**config.mk**
```make
export PLATFORM = sky130hd
export DESIGN_NAME = inv_mix_column_seq
export DESIGN_NICKNAME = d
export VERILOG_FILES = /design/src/rtl/inv_mix_column_seq.sv
export SDC_FILE = /design/constraint.sdc
export NUM_CORES = 1
export LEC_CHECK = 0
export CAP_MARGIN = 30
export CELL_PAD_IN_SITES_DETAIL_PLACEMENT = 0
export CELL_PAD_IN_SITES_GLOBAL_PLACEMENT = 1
export CORE_ASPECT_RATIO = 1.5
export CORE_MARGIN = 1.5
export CORE_UTILIZATION = 30
export DETAILED_ROUTE_END_ITERATION = 8
export PLACE_DENSITY = 0.68
export SLEW_MARGIN = 40
export SYNTH_ARGS = -nofsm -noshare
export SYNTH_HDL_FRONTEND = slang
export SYNTH_SLANG_ARGS = --single-unit
export TNS_END_PERCENT = 100
```
**constraint.sdc**
```tcl
create_clock -name clk -period 6.08 [get_ports clk]
set_input_delay 0.912 -clock clk [delete_from_list [all_inputs] [get_ports clk]]
set_output_delay 0.912 -clock clk [all_outputs]
set_load 0.005 [all_outputs]
```
**src/rtl/inv_mix_column_seq.sv**
```systemverilog
// Sequential AES-128 InvMixColumns, one column per cycle over valid/ready.
// Define INV_MIX_COL_PARALLEL_EN for the four-column, single-cycle variant.
`timescale 1ns/1ps
module inv_mix_column_seq (
   input  logic         clk,
   input  logic         rst_n,
   input  logic         girdi_gecerli,
   output logic         girdi_hazir,
   input  logic [127:0] girdi,
   output logic         cikti_gecerli,
   input  logic         cikti_hazir,
   output logic [127:0] cikti
);

   typedef enum logic [1:0] {
      BOS   = 2'd0,
      ISLE  = 2'd1,
      CIKIS = 2'd2
   } durum_t;

   durum_t       r_durum;
   durum_t       w_durum_sonraki;
   logic [127:0] r_girdi;
   logic [127:0] w_girdi_sonraki;
   logic [127:0] r_sonuc;
   logic [127:0] w_sonuc_sonraki;
   logic [1:0]   r_sutun;
   logic [1:0]   w_sutun_sonraki;

   function automatic logic [7:0] xt(input logic [7:0] a);
      return {a[6:0], 1'b0} ^ (a[7] ? 8'h1b : 8'h00);
   endfunction

   // Packed as {x0e, x0b, x0d, x09} so the rotating rows index by slice.
   function automatic logic [31:0] carp(input logic [7:0] a);
      logic [7:0] x2;
      logic [7:0] x4;
      logic [7:0] x8;
      x2 = xt(a);
      x4 = xt(x2);
      x8 = xt(x4);
      return {x8 ^ x4 ^ x2,
              x8 ^ x2 ^ a,
              x8 ^ x4 ^ a,
              x8 ^ a};
   endfunction

   function automatic logic [31:0] ters_kolon(input logic [31:0] c);
      logic [31:0] p0;
      logic [31:0] p1;
      logic [31:0] p2;
      logic [31:0] p3;
      logic [7:0]  o0;
      logic [7:0]  o1;
      logic [7:0]  o2;
      logic [7:0]  o3;
      p0 = carp(c[31:24]);
      p1 = carp(c[23:16]);
      p2 = carp(c[15:8]);
      p3 = carp(c[7:0]);
      o0 = p0[31:24] ^ p1[23:16] ^ p2[15:8]  ^ p3[7:0];
      o1 = p0[7:0]   ^ p1[31:24] ^ p2[23:16] ^ p3[15:8];
      o2 = p0[15:8]  ^ p1[7:0]   ^ p2[31:24] ^ p3[23:16];
      o3 = p0[23:16] ^ p1[15:8]  ^ p2[7:0]   ^ p3[31:24];
      return {o0, o1, o2, o3};
   endfunction

`ifdef INV_MIX_COL_PARALLEL_EN
   logic [127:0] w_tam_sonuc;

   assign w_tam_sonuc = {ters_kolon(r_girdi[127:96]),
                         ters_kolon(r_girdi[95:64]),
                         ters_kolon(r_girdi[63:32]),
                         ters_kolon(r_girdi[31:0])};
`else
   logic [31:0] w_kolon_girdi;
   logic [31:0] w_kolon_cikti;

   always_comb begin
      w_kolon_girdi = r_girdi[127:96];
      unique case (r_sutun)
         2'd0: w_kolon_girdi = r_girdi[127:96];
         2'd1: w_kolon_girdi = r_girdi[95:64];
         2'd2: w_kolon_girdi = r_girdi[63:32];
         2'd3: w_kolon_girdi = r_girdi[31:0];
         default: w_kolon_girdi = r_girdi[127:96];
      endcase
   end

   assign w_kolon_cikti = ters_kolon(w_kolon_girdi);
`endif

   always_comb begin
      w_durum_sonraki = r_durum;
      w_girdi_sonraki = r_girdi;
      w_sonuc_sonraki = r_sonuc;
      w_sutun_sonraki = r_sutun;
      unique case (r_durum)
         BOS: begin
            if (girdi_gecerli) begin
               w_girdi_sonraki = girdi;
               w_sutun_sonraki = 2'd0;
               w_durum_sonraki = ISLE;
            end
         end
         ISLE: begin
`ifdef INV_MIX_COL_PARALLEL_EN
            w_sonuc_sonraki = w_tam_sonuc;
            w_sutun_sonraki = 2'd0;
            w_durum_sonraki = CIKIS;
`else
            unique case (r_sutun)
               2'd0: w_sonuc_sonraki[127:96] = w_kolon_cikti;
               2'd1: w_sonuc_sonraki[95:64]  = w_kolon_cikti;
               2'd2: w_sonuc_sonraki[63:32]  = w_kolon_cikti;
               2'd3: w_sonuc_sonraki[31:0]   = w_kolon_cikti;
               default: w_sonuc_sonraki = r_sonuc;
            endcase
            if (r_sutun == 2'd3) begin
               w_durum_sonraki = CIKIS;
            end else begin
               w_sutun_sonraki = r_sutun + 2'd1;
            end
`endif
         end
         CIKIS: begin
            if (cikti_hazir) begin
               w_durum_sonraki = BOS;
            end
         end
         default: w_durum_sonraki = BOS;
      endcase
   end

   always_ff @(posedge clk) begin
      if (!rst_n) begin
         r_durum <= BOS;
         r_girdi <= '0;
         r_sonuc <= '0;
         r_sutun <= 2'd0;
      end else begin
         r_durum <= w_durum_sonraki;
         r_girdi <= w_girdi_sonraki;
         r_sonuc <= w_sonuc_sonraki;
         r_sutun <= w_sutun_sonraki;
      end
   end

   assign girdi_hazir   = (r_durum == BOS);
   assign cikti_gecerli = (r_durum == CIKIS);
   assign cikti         = r_sonuc;

endmodule

```
==> impl_metrics.env <==
export IMPL_status="completed"
export IMPL_clkPwrFrac_pct=31.4
export IMPL_fp_dieW_microns=175
export IMPL_initial_core_util_pct=30.4
export IMPL_dieHeight_microns=261
export IMPL_yosysTopAreaCell="dfxtp_1"
export IMPL_p_per_area_nw_per_um2=301
export IMPL_boundaryPins=262
export IMPL_tightest_slew_ps=813
export IMPL_p_sw_w=0.00178
export IMPL_finalHoldViolCount=0
export IMPL_ir_drop_v=0.000199
export IMPL_layout_setup_ws_ps=1860
export IMPL_crit_path_end_kind="flop"
export IMPL_die_area_sq_um=45700
export IMPL_syn_to_final_growth_pct=30.6
export IMPL_fin_util_pct=39.7
export IMPL_cts_resized=0
export IMPL_grt_pass1_vias=11200
export IMPL_cts_setup_buffers=0
export IMPL_holdWs_ps=463
export IMPL_mostFrequentLayoutCell="nand2_1"
export IMPL_dpl_worst_slack_ps=1760
export IMPL_hold_path_class="flop to flop"
export IMPL_pwr_share_seq_pct=36.3
export IMPL_routabilityCongestion=0.974
export IMPL_grtUsageTotal_pct=19.7
export IMPL_pwr_share_comb_pct=32.4
export IMPL_p_int_w=0.00346
export IMPL_p_sw_share_pct=33.9
export IMPL_fin_crit_sh_pct=69.4
export IMPL_critPathRequiredTime_ps=6540
export IMPL_n_antenna_cell=0
export IMPL_cts_hold_buffers=0
export IMPL_rsz0062_at_grt="false"
export IMPL_synth_seq_area_share_pct=39.1
export IMPL_cts_num_sinks=260
export IMPL_setup_tns_ps=0
export IMPL_clkLatencyLatePin_ps=570
export IMPL_port_buffers=261
export IMPL_antenna_found_initial=0
export IMPL_synthesis_nets=1736
export IMPL_clock_path_buffers=3
export IMPL_rows=94
export IMPL_num_vias=11500
export IMPL_grt_max_degree=107
export IMPL_gr_total_overflow=0
export IMPL_synth_seq_cells=260
export IMPL_dp_hpwl_mm=35.1
export IMPL_fin_nets=1941
export IMPL_cts_root_buffer="clkbuf_16"
export IMPL_ant_nets=0
export IMPL_report_final_setup_viol=0
export IMPL_rrSetupSlack_ps=1860
export IMPL_p_leak_nw=6.70
export IMPL_finalWirelength_mm=46.3
export IMPL_crit_fanout=22
export IMPL_cts_tree="yes"
export IMPL_netlist_area_sq_um=13300
export IMPL_first_pass_iters=9
export IMPL_drc=0
export IMPL_cap_violations=0
export IMPL_drt_iter0_drc=853
export IMPL_viasPerCell=4.78
export IMPL_final_cell_mix="350 x nand2_1, 260 x dfxtp_1, 260 x clkdlybuf4s50_1"
export IMPL_min_period_ps=4220
export IMPL_drv_slew=0
export IMPL_relSlewSlack_pct=45.8
export IMPL_drive_gt1_share_pct=6.47
export IMPL_arrival_ps=4680
export IMPL_avgSynthCellArea_sq_um=8.33
export IMPL_cts_inserted_buffers=27
export IMPL_synth_cell_type_count=40
export IMPL_yosys_warnings=0
export IMPL_synth_area_leaders="dfxtp_1 39%, xnor2_1 11%, nand2_1 10%, a21boi_0 8.3%, xor2_1 5.5%"
export IMPL_htreeDepth=1
export IMPL_core_area_sq_um=43900
export IMPL_grt_pass1_wl_mm=68.8
export IMPL_worst_clock_skew_ps=15.7
export IMPL_power_w=0.00524
export IMPL_synth_top_area_share_pct=39.1
export IMPL_critPathLaunchType="flop"
export IMPL_cts_clk_slew_worst_paths_ps=60
export IMPL_path_class="flop to flop"
export IMPL_max_freq_ghz=0.237
export IMPL_syn_inst=1599
export IMPL_wl_per_cell_microns=19.3
layer usage:
metal	vias to the layer above	share of wire, %	global-route usage, %
met3	80	3.7	2.03
met4	0	3.7	7.62
met2	304	54	38.3
met5	-	0	0
met1	5408	39	21.9
li1	5670	-	-
state kept, by name (all words and copies together) (netlist names):
signal,cells
r_durum,2
r_sutun,2
r_girdi,128
cikti,128
area by class of cell:
cell class / count / area [sq um]
Fill cell: 4426 / 26500
Timing Repair Buffer: 312 / 3010
Multi-Input combinational cell: 1198 / 7570
Clock buffer: 41 / 808
Tap cell: 576 / 721
Inverter: 5 / 18.8
Clock inverter: 8 / 66.3
Sequential cell: 260 / 5200
synthesized netlist by cell type:
cell / n
a21boi_0: 148
nor2_1: 158
nor2b_1: 9
and2_1: 6
a222oi_1: 32
buf_1: 15
ha_1: 5
dfxtp_1: 260
xnor3_2: 2
xor3_1: 1
o21ba_1: 1
o21ai_2: 2
clkbuf_4: 3
nand2_1: 355
mux2i_2: 1
o21ba_2: 7
xor2_2: 1
mux2i_4: 1
o211a_1: 32
nand3_1: 12
o21a_1: 2
clkbuf_1: 106
inv_2: 1
buf_4: 1
buf_2: 9
xnor2_2: 2
mux2_2: 1
inv_1: 4
xnor2_1: 174
xor2_1: 83
a21oi_2: 2
o21a_4: 1
nor3b_1: 1
mux2i_1: 8
a22oi_1: 1
xnor3_1: 14
a21oi_1: 46
buf_6: 2
o21ai_0: 86
o21ai_1: 4
through the flow:
step           cell area, sq um  instances
3_5_place_dp              16500       2349
3_3_place_gp              16400       2337
2_1_floorplan             13300       1599
6_report                  17400       2400
5_1_grt                   17400       2400
4_1_cts                   17400       2398
final timing paths:
path,startpoint,endpoint,cells after the start
worst max register to register,r_sutun[1],cikti[67],12
worst min register to register,r_girdi[8],r_girdi[8],2
worst max-delay path,r_sutun[1],cikti[67],12
worst min-delay path,r_girdi[8],r_girdi[8],2
cell families after synthesis:
group                      after synthesis  synth area share (%)
DFF                                    260                  39.1
xor gates and xnor gates               277                  20.2
AOI/OAI and AO/OA                      364                  19.4
buffers and inverters                  141                  4.28
adders and majority gates                5                 0.470
muxes                                   11                 0.958
and+or+nand+nor                        541                  15.7
worst max-delay path: stages, from the launching register on:
cell and delay, ps:
dfxtp_1 380, inv_1 100, ha_1 380, buf_4 310, a222oi_1 730, buf_4 280, xnor2_1 120, o21ai_0 120
xnor2_1 210, xnor2_1 640, xor3_1 620, nor2_1 140, nor2_1 70
power by group through the flow:
stage | clock network, W | logic [W] | registers [W]
final | 0.00164 | 0.00170 | 0.00190
after floorplan | 0 | 0.00109 | 0.00190
after CTS | 0.00168 | 0.00172 | 0.00190
after global routing | 0.00175 | 0.00183 | 0.00191
after global placement | 0 | 0.00170 | 0.00194
after detailed placement | 0 | 0.00171 | 0.00194
No activity file was read; power rests on OpenSTA's default activity.
